[config.mk]
export PLATFORM = sky130hd
export DESIGN_NAME = jk_excitation_driver
export DESIGN_NICKNAME = d
export VERILOG_FILES = /design/src/rtl/jk_excitation_driver.sv
export SDC_FILE = /design/constraint.sdc
export NUM_CORES = 1
export LEC_CHECK = 0
export CELL_PAD_IN_SITES_DETAIL_PLACEMENT = 1
export CELL_PAD_IN_SITES_GLOBAL_PLACEMENT = 2
export CORE_ASPECT_RATIO = 0.9
export CORE_UTILIZATION = 28
export DETAILED_ROUTE_END_ITERATION = 12
export GPL_TIMING_DRIVEN = 0
export MAX_ROUTING_LAYER = met4
export PLACE_DENSITY = 0.91
export REMOVE_ABC_BUFFERS = 1
export SETUP_SLACK_MARGIN = 0.05
export SYNTH_ARGS = -nofsm -noshare
export SYNTH_HDL_FRONTEND = slang
export SYNTH_SLANG_ARGS = --single-unit
[constraint.sdc]
create_clock -name clk -period 4.69 [get_ports clk]
set_clock_uncertainty 0.2 [all_clocks]
set_input_delay 1.407 -clock clk [delete_from_list [all_inputs] [get_ports clk]]
set_output_delay 1.407 -clock clk [all_outputs]
set_load 0.01 [all_outputs]
[src/rtl/jk_excitation_driver.sv]
// JK excitation driver: steps an N-bit JK register toward a handshaked target,
// generating J/K inputs in parallel or lowest-bit-first serial order.
module jk_excitation_driver #(
    parameter int WIDTH = 4,
    parameter int SW    = 8
) (
    input  logic             clk,
    input  logic             rst,
    input  logic             tgt_valid,
    input  logic [WIDTH-1:0] tgt_data,
    input  logic             step_mode,
    output logic             tgt_ready,
    output logic [WIDTH-1:0] j_out,
    output logic [WIDTH-1:0] k_out,
    output logic [WIDTH-1:0] q,
    output logic [WIDTH-1:0] qn,
    output logic             busy,
    output logic             done,
    output logic [SW-1:0]    steps
);

    typedef enum logic [1:0] {
        IDLE = 2'd0,
        RUN  = 2'd1,
        FIN  = 2'd2
    } state_t;

    state_t           state, state_d;
    logic [WIDTH-1:0] tgt_q;
    logic             mode_q;
    logic [WIDTH-1:0] diff;
    logic [WIDTH-1:0] low;
    logic [WIDTH-1:0] sel;
    logic             accept;

    assign accept    = tgt_valid && (state == IDLE);
    assign tgt_ready = (state == IDLE);
    assign busy      = (state == RUN);
    assign done      = (state == FIN);
    assign qn        = ~q;

    // Two's-complement trick isolates the lowest set bit of diff.
    assign diff = q ^ tgt_q;
    assign low  = diff & (~diff + WIDTH'(1));
    assign sel  = mode_q ? low : diff;

    always_comb begin
        state_d = state;
        j_out   = '0;
        k_out   = '0;
        unique case (state)
            IDLE: if (accept) state_d = RUN;
            RUN: begin
                if (diff == '0) begin
                    state_d = FIN;
                end else begin
                    j_out = sel & tgt_q;
                    k_out = sel & q;
                end
            end
            FIN:     state_d = IDLE;
            default: state_d = IDLE;
        endcase
    end

    always_ff @(posedge clk or posedge rst) begin
        if (rst) begin
            state  <= IDLE;
            tgt_q  <= '0;
            mode_q <= 1'b0;
            q      <= '0;
            steps  <= '0;
        end else begin
            state <= state_d;
            q     <= (j_out & ~q) | (~k_out & q);
            if (accept) begin
                tgt_q  <= tgt_data;
                mode_q <= step_mode;
                steps  <= '0;
            end else if ((|(j_out | k_out)) && (steps != '1)) begin
                steps <= steps + SW'(1);
            end
        end
    end

endmodule

## Word level (Yosys, flattened, before mapping)

Cells that the tools add are included.

- Output and inout bits: 27
- Word-level logic and storage cells: 40
- Bits in registers: 19

- Reductions and logical operators: 7
- $add $sub $neg: 2
- Muxes and demuxes: 10
- Bitwise gates (word level): 11
- Equal/unequal tests: 5

Operator list:

| operator | count |
|---|---|
| 4-bit bitwise AND | 5 |
| 4-bit 2-to-1 mux | 5 |
| 8-bit 2-to-1 mux | 2 |
| 4-bit inverter | 3 |
| 8-bit by 1-bit adder with 8-bit output, second input constant | 1 |
| 8-bit != test, second input constant | 1 |
| 4-bit bitwise OR | 2 |
| 4-bit by 1-bit adder with 4-bit output, second input constant | 1 |
| 4-bit zero test | 1 |
| 2-bit 2-to-1 mux | 2 |
| 2-bit by 1-bit != test with 1-bit output, second input constant | 2 |
| 2-bit one-hot mux with 2 select lines | 1 |
| 4-bit OR reduction | 1 |
| 4-bit bitwise XOR | 1 |
| 2-bit by 1-bit == test with 1-bit output, second input constant | 1 |
| 2-bit == test, second input constant | 1 |
| 1-bit logical AND | 2 |
| 2-bit zero test | 1 |
| 2-bit AND reduction | 1 |
| 2-bit nonzero test | 1 |

## Logic depth before layout (Yosys ltp)

- Depth after elaboration: 13
- Mapped depth: 7

## Least setup slack after synthesis

Ideal clock, no wire load.

- Path type: reg2out
- Start: reg q[0]
- End: out j_out[3]
- Data arrival time: 1.646 ns
- Setup slack: 1.437 ns
- Cell stages (with the launch flop): 8
- Path through: dfrtp_1 -> inv_1 -> ha_1 -> inv_1 -> or2_1 -> o21ai_1 -> nand2_1 -> nor3b_1

- Longest elaborated chain between the ends: 8
- Elaborated cells on any way between the ends: 9
- Classes of those cells: add/sub (1); mux (3); bitwise (4); reduce/logical (1)

RTL lines:

| item | line | text |
|---|---|---|
| from (decl) | 15 | `output logic [WIDTH-1:0] q,` |
| from (signal assigned) | 75 | `q <= (j_out & ~q) \| (~k_out & q);` |
| 4-bit bitwise XOR * | 43 | `assign diff = q ^ tgt_q;` |
| 4-bit inverter | 44 | `assign low = diff & (~diff + WIDTH'(1));` |
| 4-bit by 1-bit adder with 4-bit output | 44 |  |
| 4-bit bitwise AND | 44 |  |
| 4-bit 2-to-1 mux | 45 | `assign sel = mode_q ? low : diff;` |
| 4-bit bitwise AND | 57 | `j_out = sel & tgt_q;` |
| 4-bit 2-to-1 mux * | 54 | `if (diff == '0) begin` |
| 4-bit 2-to-1 mux * | 51 | `unique case (state)` |
| to (decl) | 13 | `output logic [WIDTH-1:0] j_out,` |

Every way passes the cells marked *; elsewhere a longest branch is shown, timed or not.

## Worst setup path in the final report

Same ends and word-level chain as after synthesis.

==> out/summary.txt <==
Drt first pass iters: 4
Starting Density: 0.302
Largest area contributor in the netlist: dfrtp_1
Tot GR Track Use: 0.167
Clock transition at path regs: 0.07 ns
DR iter-0 viols: 15
Ys flop type: dfrtp_1
Clk pwr share: 0.114
Share of cells above drive strength 1: 0.0805
Seq/Total Area, Yosys: 0.456
Input/output buffers: 34
Worst-path cell chain: inv_1, ha_1, inv_1, or2_1, o21ai_1, nand2_1, nor3b_1, clkdlybuf4s50_1
Worst Setup End Kind: output pin
H-tree depth: 1
# setup viols final: 0
Final Hold Vio Count: 0
ANT nets after route: 0
Comb pwr share: 0.595
Least-Margin Pin Slew: 0.749 ns
Post-Syn Area: 1040 µm²
Met2 wire len: 1.28 mm
Critical path data arrival time: 2.42 ns
CTS root buffer: clkbuf_8
Setup Buffers After CTS: 0
Core ar.: 3450 µm²
Synth Area per Inst: 9.31 µm²
Switching share of power: 0.431
# IOs: 35
Sequential power share: 0.291
Yosys reg bits: 19
Yosys top cell area share: 0.456
Vias: 954
Kind of critical path: reg2out
CP startpoint: q[0]
Routed wire per std cell: 14.2 µm
Post-CTS Hold Buffers: 0
# DRC: 0
Post-Route M1 WL: 1.29 mm
CP required: 3.08 ns
Final slew viol count: 0
Slowest-stage cell, CP: clkdlybuf4s50_1
DIE AREA: 3970 µm²
Setup TNS Final: 0 ns
Via density: 4.94
RSZ-0062 raised after global routing: no
Power per cell area: 699 nW/µm²
Outcome: finished clean
Crit start category: flip-flop
FILL cells: 403
Max incr delay on CP: 0.57 ns
GPL Wtd Cong: 0.840
Max Cap Viol: 0
Deepest clock path buffer count: 2
Detail Placement HPWL: 2.08 mm
Max Clk Rate: 248 MHz
DR top layer: met4
Cts repair resizes: 0
Yosys warnings: 0
Worst reg2reg startpoint: q[0]
Int Power: 589 µW
Cell count after synthesis: 112
Synth top cells by count: nand2_1 (20), dfrtp_1 (19), inv_1 (9)
FP Rows: 20
Number of global-route vias before repair: 1,035
Largest net degree at the start of global routing: 20
Die Y: 59.9 µm
Number of flops mapped to enable cells by yosys: 0
Routed wire length: 2.73 mm
Crit share post-route: 0.858
First-pass GRT wire length: 4.86 mm
Initial antenna violation count: 0
Wire length on met3: 130 µm
Min-delay src: steps[3]
Diode count: 0
Cell family with most CP delay: buffers and inverters
Grt ovf: 0
Die Wd: 66.3 µm
Overall Power: 1030 µW
Normalized max-slew margin: 0.500
Critical Path Most Common Cell: inv_1
Maximum vdd drop: 0.299 mV
Worst-skew pair later-pin latency: 0.26 ns
Crit path time final: 4.02 ns
Switching Power: 445 µW
Number of library cell types mapped by synthesis: 34
P_leak: 0.000642 µW
Synth-to-Final Area Change: 42.0%
Hold WC Path Type: reg2reg
CTS tree: done
Num CTS Buffers: 3
Sink Count: 19
Area contributors post-synth: dfrtp_1 (46%), nand2_1 (7.2%), ha_1 (3.6%), inv_1 (3.2%), mux2i_1 (2.9%)
WP buf/inv: 3
Most frequent cell after synthesis: nand2_1
CP Max Fanout: 4
Final net count: 161
Ys async rst share: 1.00
layer usage:
metal | vias up | GRT usage
li1 | 457 | -
met2 | 27 | 0.267
met4 | 0 | 0.0395
met1 | 466 | 0.215
met3 | 4 | 0.0401
met5 | - | -
final cells by class:
cell class                      count  area (µm²)  area share
Inverter                           10        37.5      0.0254
Multi-Input combinational cell     82         526       0.355
Clock buffer                        3        41.3      0.0279
Tap cell                           44        55.1      0.0372
Clock inverter                      1        5.00     0.00338
Timing Repair Buffer               34         340       0.230
Sequential cell                    19         475       0.321
logic make-up after synthesis:
group / Yosys count / share of synthesized area
AND/OR/NAND/NOR: 53 / 0.262
flip-flops: 19 / 0.456
AO/OA/AOI/OAI: 16 / 0.104
buffers and inverters: 11 / 0.0396
multiplexers: 6 / 0.0612
XOR/XNOR: 4 / 0.0408
adder cells (fa/ha/maj): 3 / 0.0360
worst paths after layout:
path / end / slack [ns] / cells past startpoint
max: j_out[3] / 0.67 / 8
min: steps[3] / 0.36 / 1
max reg2reg: steps[7] / 2.33 / 7
min reg2reg: steps[3] / 0.36 / 1
max in group asynchronous: q[0] / 2.44 / 2
min in group asynchronous: steps[6] / 1.37 / 2
cell usage in the layout, fill, tap and decap left out, drive strengths merged, types with 2 or more instances in the layout:
master	count
dfrtp	19
nand4	2
xnor2	2
nand2b	2
and2	3
nand3	3
a21oi	2
nor3	6
a211oi	2
clkdlybuf4s50	34
or2	2
nand2	20
o31ai	2
inv	10
ha	3
mux2	3
clkbuf	3
nor3b	3
xor2	2
mux2i	3
o21ai	7
nor2	8
sequential cells by signal, indices dropped and copies added (netlist names):
signal,cells
q,4
mode_q,1
state,2
tgt_q,4
steps,8
power by group through the flow:
stage,clock network (µW),logic [µW],registers (µW)
floorplan,0,343,305
global placement,0,598,299
detailed placement,0,622,305
CTS,122,626,303
global route,129,688,316
finish,118,615,301
metrics by stage:
stage           util  instance area, µm²  hold slack, ns  std cells  setup slack (ns)
3_3_place_gp   0.415                1430           0.335        189              1.04
5_1_grt        0.429                1480           0.400        193             0.473
2_1_floorplan      -                1040           0.317        111              1.44
3_5_place_dp   0.415                1430           0.347        189             0.951
4_1_cts        0.429                1480           0.361        193             0.636
6_report       0.429                1480           0.356        193             0.666
Note: power is estimated with default switching activity, not from simulation.
==> edit: new RTL, config.mk and constraints unchanged <==
Change the parameter `WIDTH` from 4 to 6.
--- a/src/rtl/jk_excitation_driver.sv
+++ b/src/rtl/jk_excitation_driver.sv
@@ -3,3 +3,3 @@
 module jk_excitation_driver #(
-    parameter int WIDTH = 4,
+    parameter int WIDTH = 6,
     parameter int SW    = 8
Interface: changed (5 resized); port bits go from 35 to 45. The function was not compared with the original's and may differ.
==> edit against the unedited design <==
- final area increased by 23%
- total power rose by 23%
- sequential share of layout area decreased by 0.46 points
- cell count is 28% higher
- die area rose by 22%
- routed wire length up 33%
- via count rose by 28%
- global-route usage up 0.78 points
- worst setup slack improved by 64 ps
- sequential cell count increased by 4
- synthesized cell count rose by 28%
- synthesized area up 23%
- clock power is 6% higher
==> edit: results (changes against the unedited design) <==
| Metric | Value |
|---|---|
| Placed Cells | 243 (was 189) |
| Hold EP | state[1]$_DFFE_PP0P_ (was steps[3]$_DFFE_PP0P_) |
| DP HPWL | 2.73 mm (was 2.08 mm) |
| Biggest registers after layout | steps: 8 flops, q: 6 flops, tgt_q: 6 flops (was steps: 8 flops, q: 4 flops, tgt_q: 4 flops) |
| Routed wire length per instance | 14.7 um (was 14.2 um) |
| Seq power | 0.000378 W (was 0.000301 W) |
| Reg-to-reg slack, setup | 2220 ps (was 2330 ps) |
| Part of the Yosys area used for sequential elements | 0.451 (was 0.456) |
| Worst setup path end | k_out[5] (was j_out[3]) |
| Sequential power share | 0.296 (was 0.291) |
| Gp weighted congestion | 0.814 (was 0.840) |
| Distinct cells, synth | 36 (was 34) |
| Worst slew pin tran | 1030 ps (was 749 ps) |
| Placed cell area | 0.00177 mm^2 (was 0.00143 mm^2) |
| Dpl ws | 1040 ps (was 951 ps) |
| Top cells by area, synth | dfrtp_1 (45%), nand2_1 (9.7%), mux2_2 (4.4%) (was dfrtp_1 (46%), nand2_1 (7.2%), ha_1 (3.6%)) |
| Initial DRC count | 28 (was 15) |
| Vias | 1222 (was 954) |
| Vias in the first global route | 1268 (was 1035) |
| Peak VDD IR | 0.000277 V (was 0.000299 V) |
| Crit path DAT | 2350 ps (was 2420 ps) |
| NetSw | 0.000550 W (was 0.000445 W) |
| Gr usage total | 0.175 (was 0.167) |
| Post-Route WL | 3.64 mm (was 2.73 mm) |
| Nets | 201 (was 161) |
| Hold slack final | 294 ps (was 356 ps) |
| Run status | finished clean (unchanged) |
| Period utilisation layout | 0.844 (was 0.858) |
| First-pass GRT wire length | 6.22 mm (was 4.86 mm) |
| Largest net degree at the start of global routing | 24 (was 20) |
| FF-to-FF path depth | 5 (was 7) |
| Clock group power | 0.000125 W (was 0.000118 W) |
-- edit: changes by cell type after synthesis, moves of 3 or more --
cell	before	now
nand2_1	20	33
dfrtp_1	19	23
mux2i_1	3	0
mux2_2	1	5
o31ai_1	1	4
nor2_1	8	5
-- edit: kinds of logic (layout without fill, tap and decap cells) --
logic type,count (synthesis),count (layout),share of synthesized area
AO/OA/AOI/OAI,20,20,0.105
adder cells (fa/ha/maj),3,3,0.0294
buffers and inverters,15,59,0.0480
AND/OR/NAND/NOR,73,73,0.290
XOR/XNOR,4,4,0.0333
flip-flops,23,23,0.451
multiplexers,5,5,0.0441
-- edit: cell type report --
type / count / area, um^2
flip-flops and latches: 23 / 576
well taps: 60 / 75.1
multi-input cells: 105 / 641
inverters: 11 / 41.3
fillers: 505 / 2390
repair buffers: 44 / 440
clock buffers: 4 / 45.0
-- edit: routing by layer --
layer,up-vias,track usage,part of all wire
li1,582,-,-
met1,598,0.217,0.48
met2,36,0.275,0.45
met3,6,0.0503,0.050
met4,0,0.0539,0.015
met5,-,-,0
